===== src/rtl/imem_loader_pkg.sv =====
// Shared types and frame constants for the instruction-memory loader.
package imem_loader_pkg;

  typedef enum logic [2:0] {
    ST_IDLE  = 3'd0,
    ST_LEN0  = 3'd1,
    ST_LEN1  = 3'd2,
    ST_DATA  = 3'd3,
    ST_CSUM  = 3'd4,
    ST_DONE  = 3'd5,
    ST_ERROR = 3'd6
  } ld_state_e;

  localparam logic [7:0] SYNC_BYTE      = 8'hA5;
  localparam int unsigned SYNC_BYTES     = 1;
  localparam int unsigned LEN_BYTES      = 2;
  localparam int unsigned BYTES_PER_WORD = 4;
  localparam int unsigned CSUM_BYTES     = 1;

  // Running XOR checksum over data bytes.
  function automatic logic [7:0] csum_next(input logic [7:0] csum, input logic [7:0] data);
    return csum ^ data;
  endfunction

endpackage


===== src/rtl/imem_loader_word_assembler.sv =====
// Collects little-endian data bytes into 32-bit words; word_valid_o flags the 4th byte.
module word_assembler
  import imem_loader_pkg::*;
(
  input  logic        clk,
  input  logic        rst_n,
  input  logic        clr_i,
  input  logic        byte_en_i,
  input  logic [7:0]  byte_i,
  output logic        word_valid_o,
  output logic [31:0] word_o
);

  localparam logic [1:0] LANE_LAST = 2'(BYTES_PER_WORD - 1);

  logic [23:0] shift_q, shift_d;
  logic [1:0]  lane_q, lane_d;

  // Newest byte enters at the top so earlier bytes settle into the low lanes.
  always_comb begin
    shift_d = shift_q;
    lane_d  = lane_q;
    if (clr_i) begin
      shift_d = 24'd0;
      lane_d  = 2'd0;
    end else if (byte_en_i) begin
      shift_d = {byte_i, shift_q[23:8]};
      lane_d  = lane_q + 2'd1;
    end else begin
      shift_d = shift_q;
      lane_d  = lane_q;
    end
  end

  // Shift register and lane counter state.
  always_ff @(posedge clk or negedge rst_n) begin
    if (!rst_n) begin
      shift_q <= 24'd0;
      lane_q  <= 2'd0;
    end else begin
      shift_q <= shift_d;
      lane_q  <= lane_d;
    end
  end

  assign word_valid_o = byte_en_i && !clr_i && (lane_q == LANE_LAST);
  assign word_o       = {byte_i, shift_q};

endmodule


===== src/rtl/imem_loader.sv =====
// Serial frame loader: receives a length-prefixed, XOR-checked image and writes it
// word by word into instruction memory port B while holding the core in reset.
module imem_loader
  import imem_loader_pkg::*;
#(
  parameter logic [31:0] BASE_ADDR      = 32'h0000_0000,
  parameter int unsigned MAX_WORDS      = 1024,
  parameter int unsigned TIMEOUT_CYCLES = 1_000_000
) (
  input  logic        clk,
  input  logic        reset,
  input  logic [7:0]  rx_data,
  input  logic        rx_valid,
  output logic        rx_ready,
  output logic        en_B,
  output logic        write_en_B,
  output logic [31:0] addr_B,
  output logic [31:0] data_in_B,
  output logic        core_hold,
  output logic        load_done,
  output logic        load_error
);

  localparam int unsigned TO_W    = $clog2(TIMEOUT_CYCLES + 1);
  localparam logic [TO_W-1:0] TO_LAST = TO_W'(TIMEOUT_CYCLES - 1);
  localparam logic [16:0] MAX_W   = 17'(MAX_WORDS);

  ld_state_e       state_q, state_d;
  logic [15:0]     len_q, len_d;
  logic [15:0]     idx_q, idx_d;
  logic [7:0]      csum_q, csum_d;
  logic [TO_W-1:0] to_cnt_q, to_cnt_d;
  logic            en_q, en_d;
  logic [31:0]     addr_q, addr_d;
  logic [31:0]     data_q, data_d;
  logic            hold_q, hold_d;
  logic            done_q, done_d;
  logic            err_q, err_d;

  logic            asm_clr_s;
  logic            asm_en_s;
  logic            word_valid_s;
  logic [31:0]     word_s;
  logic [15:0]     len_full_s;
  logic [16:0]     idx_inc_s;

  word_assembler u_word_assembler (
    .clk          (clk),
    .rst_n        (reset),
    .clr_i        (asm_clr_s),
    .byte_en_i    (asm_en_s),
    .byte_i       (rx_data),
    .word_valid_o (word_valid_s),
    .word_o       (word_s)
  );

  assign len_full_s = {rx_data, len_q[7:0]};
  assign idx_inc_s  = {1'b0, idx_q} + 17'd1;

  // Frame FSM: next state, counters, checksum and the registered memory-port outputs.
  always_comb begin
    state_d   = state_q;
    len_d     = len_q;
    idx_d     = idx_q;
    csum_d    = csum_q;
    to_cnt_d  = to_cnt_q;
    en_d      = 1'b0;
    addr_d    = addr_q;
    data_d    = data_q;
    hold_d    = hold_q;
    done_d    = done_q;
    err_d     = err_q;
    asm_clr_s = 1'b0;
    asm_en_s  = 1'b0;

    case (state_q)
      ST_IDLE, ST_DONE, ST_ERROR: begin
        to_cnt_d = '0;
        if (rx_valid && (rx_data == SYNC_BYTE)) begin
          state_d   = ST_LEN0;
          hold_d    = 1'b1;
          done_d    = 1'b0;
          err_d     = 1'b0;
          csum_d    = 8'd0;
          asm_clr_s = 1'b1;
        end else begin
          state_d = state_q;
        end
      end

      ST_LEN0, ST_LEN1, ST_DATA, ST_CSUM: begin
        if (!rx_valid) begin
          // Idle cycle inside a frame: abort once the allowed gap is used up.
          if (to_cnt_q == TO_LAST) begin
            state_d  = ST_ERROR;
            err_d    = 1'b1;
            hold_d   = 1'b1;
            to_cnt_d = '0;
          end else begin
            to_cnt_d = to_cnt_q + 1'b1;
          end
        end else begin
          to_cnt_d = '0;
          case (state_q)
            ST_LEN0: begin
              len_d   = {8'd0, rx_data};
              state_d = ST_LEN1;
            end
            ST_LEN1: begin
              len_d = len_full_s;
              if (len_full_s == 16'd0) begin
                state_d = ST_CSUM;
              end else if ({1'b0, len_full_s} > MAX_W) begin
                state_d = ST_ERROR;
                err_d   = 1'b1;
                hold_d  = 1'b1;
              end else begin
                state_d   = ST_DATA;
                idx_d     = 16'd0;
                asm_clr_s = 1'b1;
              end
            end
            ST_DATA: begin
              asm_en_s = 1'b1;
              csum_d   = csum_next(csum_q, rx_data);
              if (word_valid_s) begin
                en_d   = 1'b1;
                addr_d = BASE_ADDR + {14'd0, idx_q, 2'b00};
                data_d = word_s;
                idx_d  = idx_inc_s[15:0];
                if (idx_inc_s == {1'b0, len_q}) begin
                  state_d = ST_CSUM;
                end else begin
                  state_d = ST_DATA;
                end
              end else begin
                state_d = ST_DATA;
              end
            end
            ST_CSUM: begin
              if (rx_data == csum_q) begin
                state_d = ST_DONE;
                done_d  = 1'b1;
                hold_d  = 1'b0;
              end else begin
                state_d = ST_ERROR;
                err_d   = 1'b1;
                hold_d  = 1'b1;
              end
            end
            default: begin
              state_d = ST_IDLE;
            end
          endcase
        end
      end

      default: begin
        state_d = ST_IDLE;
      end
    endcase
  end

  // State and output registers.
  always_ff @(posedge clk or negedge reset) begin
    if (!reset) begin
      state_q  <= ST_IDLE;
      len_q    <= 16'd0;
      idx_q    <= 16'd0;
      csum_q   <= 8'd0;
      to_cnt_q <= '0;
      en_q     <= 1'b0;
      addr_q   <= 32'd0;
      data_q   <= 32'd0;
      hold_q   <= 1'b0;
      done_q   <= 1'b0;
      err_q    <= 1'b0;
    end else begin
      state_q  <= state_d;
      len_q    <= len_d;
      idx_q    <= idx_d;
      csum_q   <= csum_d;
      to_cnt_q <= to_cnt_d;
      en_q     <= en_d;
      addr_q   <= addr_d;
      data_q   <= data_d;
      hold_q   <= hold_d;
      done_q   <= done_d;
      err_q    <= err_d;
    end
  end

  assign rx_ready   = 1'b1;
  assign en_B       = en_q;
  assign write_en_B = en_q;
  assign addr_B     = addr_q;
  assign data_in_B  = data_q;
  assign core_hold  = hold_q;
  assign load_done  = done_q;
  assign load_error = err_q;

endmodule


===== config.mk =====
export PLATFORM = sky130hd
export DESIGN_NAME = imem_loader
export DESIGN_NICKNAME = d
export VERILOG_FILES = /design/src/rtl/imem_loader_pkg.sv /design/src/rtl/imem_loader_word_assembler.sv /design/src/rtl/imem_loader.sv
export SDC_FILE = /design/constraint.sdc
export NUM_CORES = 1
export LEC_CHECK = 0
export ABC_CLOCK_PERIOD_IN_PS = 4400
export CORE_UTILIZATION = 45
export CTS_CLUSTER_SIZE = 20
export DETAILED_ROUTE_END_ITERATION = 6
export DONT_BUFFER_PORTS = 1
export SKIP_CTS_REPAIR_TIMING = 1
export SYNTH_ARGS = -nofsm -noshare
export SYNTH_HDL_FRONTEND = slang
export SYNTH_HIERARCHICAL = 1
export SYNTH_SLANG_ARGS = --single-unit

===== constraint.sdc =====
create_clock -name clk -period 4.4 [get_ports clk]
set_input_delay 0.44 -clock clk [delete_from_list [all_inputs] [get_ports clk]]
set_output_delay 0.44 -clock clk [all_outputs]
set_load 0.05 [all_outputs]

==> results.py <==
metrics = {
    "synth": {
        "synth_edf_count": 0,
        "syn-instance-count": 795,
        "synth_seq_cells": 141,
        "syn_area_mm2": 0.00717,
        "yosys.area.top_type": "dfrtp_1",
        "synth_cell_type_count": 58,
        "avgSynthCellArea_um2": 9.02,
        "synth_top_cell_area_share": 0.492,
        "ys_async_sr_fraction": 1.00,
        "ys_seq_area_frac": 0.492,
        "yosys_warnings": 6,
        "synth_ff_type": "dfrtp_1",
        "ys_top_cells_by_area": "dfrtp_1 49%, nand2_1 11%, o21ai_0 4.0%",
    },
    "cts": {
        "clockBufferDepth": 2,
        "cts_root_buf": "clkbuf_16",
        "insertion_delay_ns": 0.42,
        "clock-sinks": 141,
        "htree_num_levels": 4,
        "cts_tree": "yes",
        "clk_pin_slew_ns": 0.06,
        "cts_buffers": 17,
    },
    "floorplan": {
        "die_w_um": 128,
        "rows": 45,
        "start_util": 0.467,
        "ios": 81,
        "fp.dieArea_mm2": 0.0165,
        "die_h_um": 128,
        "coreArea_mm2": 0.0154,
    },
    "critical_path": {
        "cp-start-kind": "flip-flop",
        "r2r_setup_slack_ns": 0.91,
        "end_kind": "flip-flop",
        "worst-path-max-fanout": 27,
        "path_class": "reg -> reg",
        "cp.required_ns": 4.70,
        "cp.arrival_ns": 3.79,
    },
    "global_routing": {
        "antenna_found_initial": 0,
        "gr-total-overflow": 0,
        "grt_pass1_wl_um": 27200,
        "grt.total_usage": 0.213,
        "grt_max_degree": 142,
        "grt_pass1_vias": 5322,
    },
    "pwr": {
        "power_density_mw_per_mm2": 557,
        "ir_drop_v": 0.000272,
        "p_leak_uw": 0.00361,
        "total_power_uw": 4320,
    },
    "layout": {
        "area_growth_pct": 8.16,
        "drive_gt1_frac": 0.0819,
        "regArea_mm2": 0.00353,
        "antenna_cells": 0,
        "multi_input_area_mm2": 0.00325,
        "num-fill-cells": 1444,
        "finalNetCount": 782,
    },
    "timing": {
        "fin_crit_ns": 3.49,
        "skew_ns": 0.00850,
        "rsz0062_at_grt": "false",
        "relSlewSlack": 0.412,
        "slew_viol_final": 0,
        "setup-tns-final_ns": 0,
        "worst_pin_slew_ns": 0.881,
        "hold_ws_ns": -0.0394,
        "timing.fmax_mhz": 286,
        "hold_viol": 23,
        "setup-violations-final": 0,
        "fin_crit_sh": 0.794,
    },
    "place": {
        "place.gp.congestion": 0.849,
        "hpwlAfterDp_um": 10800,
        "portBuffers": 0,
    },
    "detailed_routing": {
        "ant_nets": 0,
        "wl_um": 16200,
        "viasPerCell": 5.49,
        "vias": 5451,
        "route.detailed.drc": 0,
        "drt_first_iter_violations": 456,
        "avgRoutedWirePerCell_um": 16.3,
        "dr.pass1.iters": 6,
    },
    "job": {
        "maxCapViolCount": 0,
    },
    "status": {
        "failed_checks": "hold timing",
        "outcome": "complete, but fails checks",
    },
    "worst_hold_path": {
        "hold_path_class": "in -> async",
    },
}
-- final cells by class --
type                            count  share of cell area
Clock buffer                       17              0.0548
Clock inverter                     15              0.0206
Inverter                            8             0.00387
Multi-Input combinational cell    589               0.419
Sequential cell                   141               0.455
Tap cell                          211              0.0340
Timing Repair Buffer               11              0.0132
-- cell usage after synthesis (3+ instances only) --
cell,instances
clkbuf_1,25
o31ai_1,6
nand4_1,10
nand3_1,17
o21ai_0,58
a21oi_1,10
a22o_1,10
nor2b_1,4
or3_1,4
mux2i_1,28
nor3b_1,4
nor3_1,9
a211oi_1,3
xor2_1,22
and4_1,4
nor4_1,7
mux2_2,9
nor2_1,70
dfrtp_1,141
and3_1,12
nand2b_1,8
buf_4,27
inv_1,8
buf_2,15
ha_1,3
a31oi_1,12
xnor2_1,17
nand2_1,210
-- critical path, cell delays in order, from the launching register on --
cell      delay, ns
dfrtp_1        0.40
nor4_1         0.34
nand3_1        0.19
xnor2_1        0.29
o31ai_1        0.13
a21oi_1        0.18
o22ai_2        0.09
buf_4          0.26
nor2_1         0.25
nand3_1        0.10
or4_1          0.43
nor4_1         0.30
o2111a_1       0.30
o211ai_1       0.10
-- through the flow --
stage               setup slack, ns  hold WS [ns]  area (um2)  cells  utilization
finish                        0.907       -0.0394        7760    992        0.505
CTS                           0.902        -0.305        7730    991        0.503
global placement               1.06         0.149        7150    959        0.465
detailed placement            0.924         0.148        7150    959        0.465
global route                  0.556        0.0149        7760    992        0.505
floorplan                      1.16         0.144        7230    810            -
-- power by group --
group / switching, uW / total, uW / internal [uW] / leakage, uW
combinational: 537 / 989 / 453 / 0.00145
sequential: 358 / 1910 / 1550 / 0.00188
clock: 576 / 1420 / 842 / 0.000285
-- layer usage --
layer  share of wire  track usage  up-vias
met1            0.45        0.278     2679
met3           0.050       0.0501       25
met4           0.022       0.0865        0
met2            0.47        0.340      145
met5               0            0        -
li1                -            -     2602
-- cell usage in the layout (no fill, tap or decap), types with 3 or more instances in the layout --
cell / count
a211oi_1: 3
a21oi_1: 10
a22o_1: 10
a31oi_1: 12
and3_1: 12
and4_1: 4
buf_4: 10
clkbuf_16: 17
clkinv_2: 3
conb_1: 17
dfrtp_1: 141
ha_1: 3
inv_1: 7
inv_6: 6
mux2_2: 9
mux2i_1: 28
nand2_1: 209
nand2b_1: 8
nand3_1: 17
nand4_1: 10
nor2_1: 70
nor2b_1: 4
nor3_1: 9
nor3b_1: 4
nor4_1: 7
o21ai_0: 58
o31ai_1: 6
or3_1: 4
xnor2_1: 17
xor2_1: 22
-- kinds of logic (layout without fill, tap and decap cells) --
family,after synthesis,count (layout),share of synthesized area
AND/OR/NAND/NOR,372,372,0.231
flip-flops,141,141,0.492
AO/OA/AOI/OAI,121,121,0.106
buffers and inverters,80,51,0.0644
XOR/XNOR,39,39,0.0476
multiplexers,37,37,0.0532
adder cells (fa/ha/maj),3,3,0.00523
other,2,17,0.00105
-- flip-flops by register name (all words and copies together) (netlist names) --
register                  flops
u_word_assembler/shift_q     24
idx_q                        16
en_B                          1
len_q                        16
load_done                     1
data_in_B                    32
core_hold                     1
state_q                       3
to_cnt_q                     20
csum_q                        8
u_word_assembler/lane_q       2
load_error                    1
addr_B                       16
-- worst paths after layout --
kind                                                               from                                  endpoint  depth (start not counted)
worst min register to register  u_word_assembler/shift_q[5]$_DFFE_PN0P_                  data_in_B[5]$_DFFE_PN0P_                          2
worst max register to register                     len_q[2]$_DFFE_PN0P_                    state_q[0]$_DFFE_PN0P_                         13
max in group asynchronous                                         reset  u_word_assembler/shift_q[22]$_DFFE_PN0P_                          1
min in group clk                                             rx_data[1]                 data_in_B[25]$_DFFE_PN0P_                          2
worst max-delay path                               len_q[2]$_DFFE_PN0P_                    state_q[0]$_DFFE_PN0P_                         13
worst min-delay path                                              reset                    addr_B[12]$_DFFE_PN0P_                          1
Note: power is estimated with default switching activity, not from simulation.
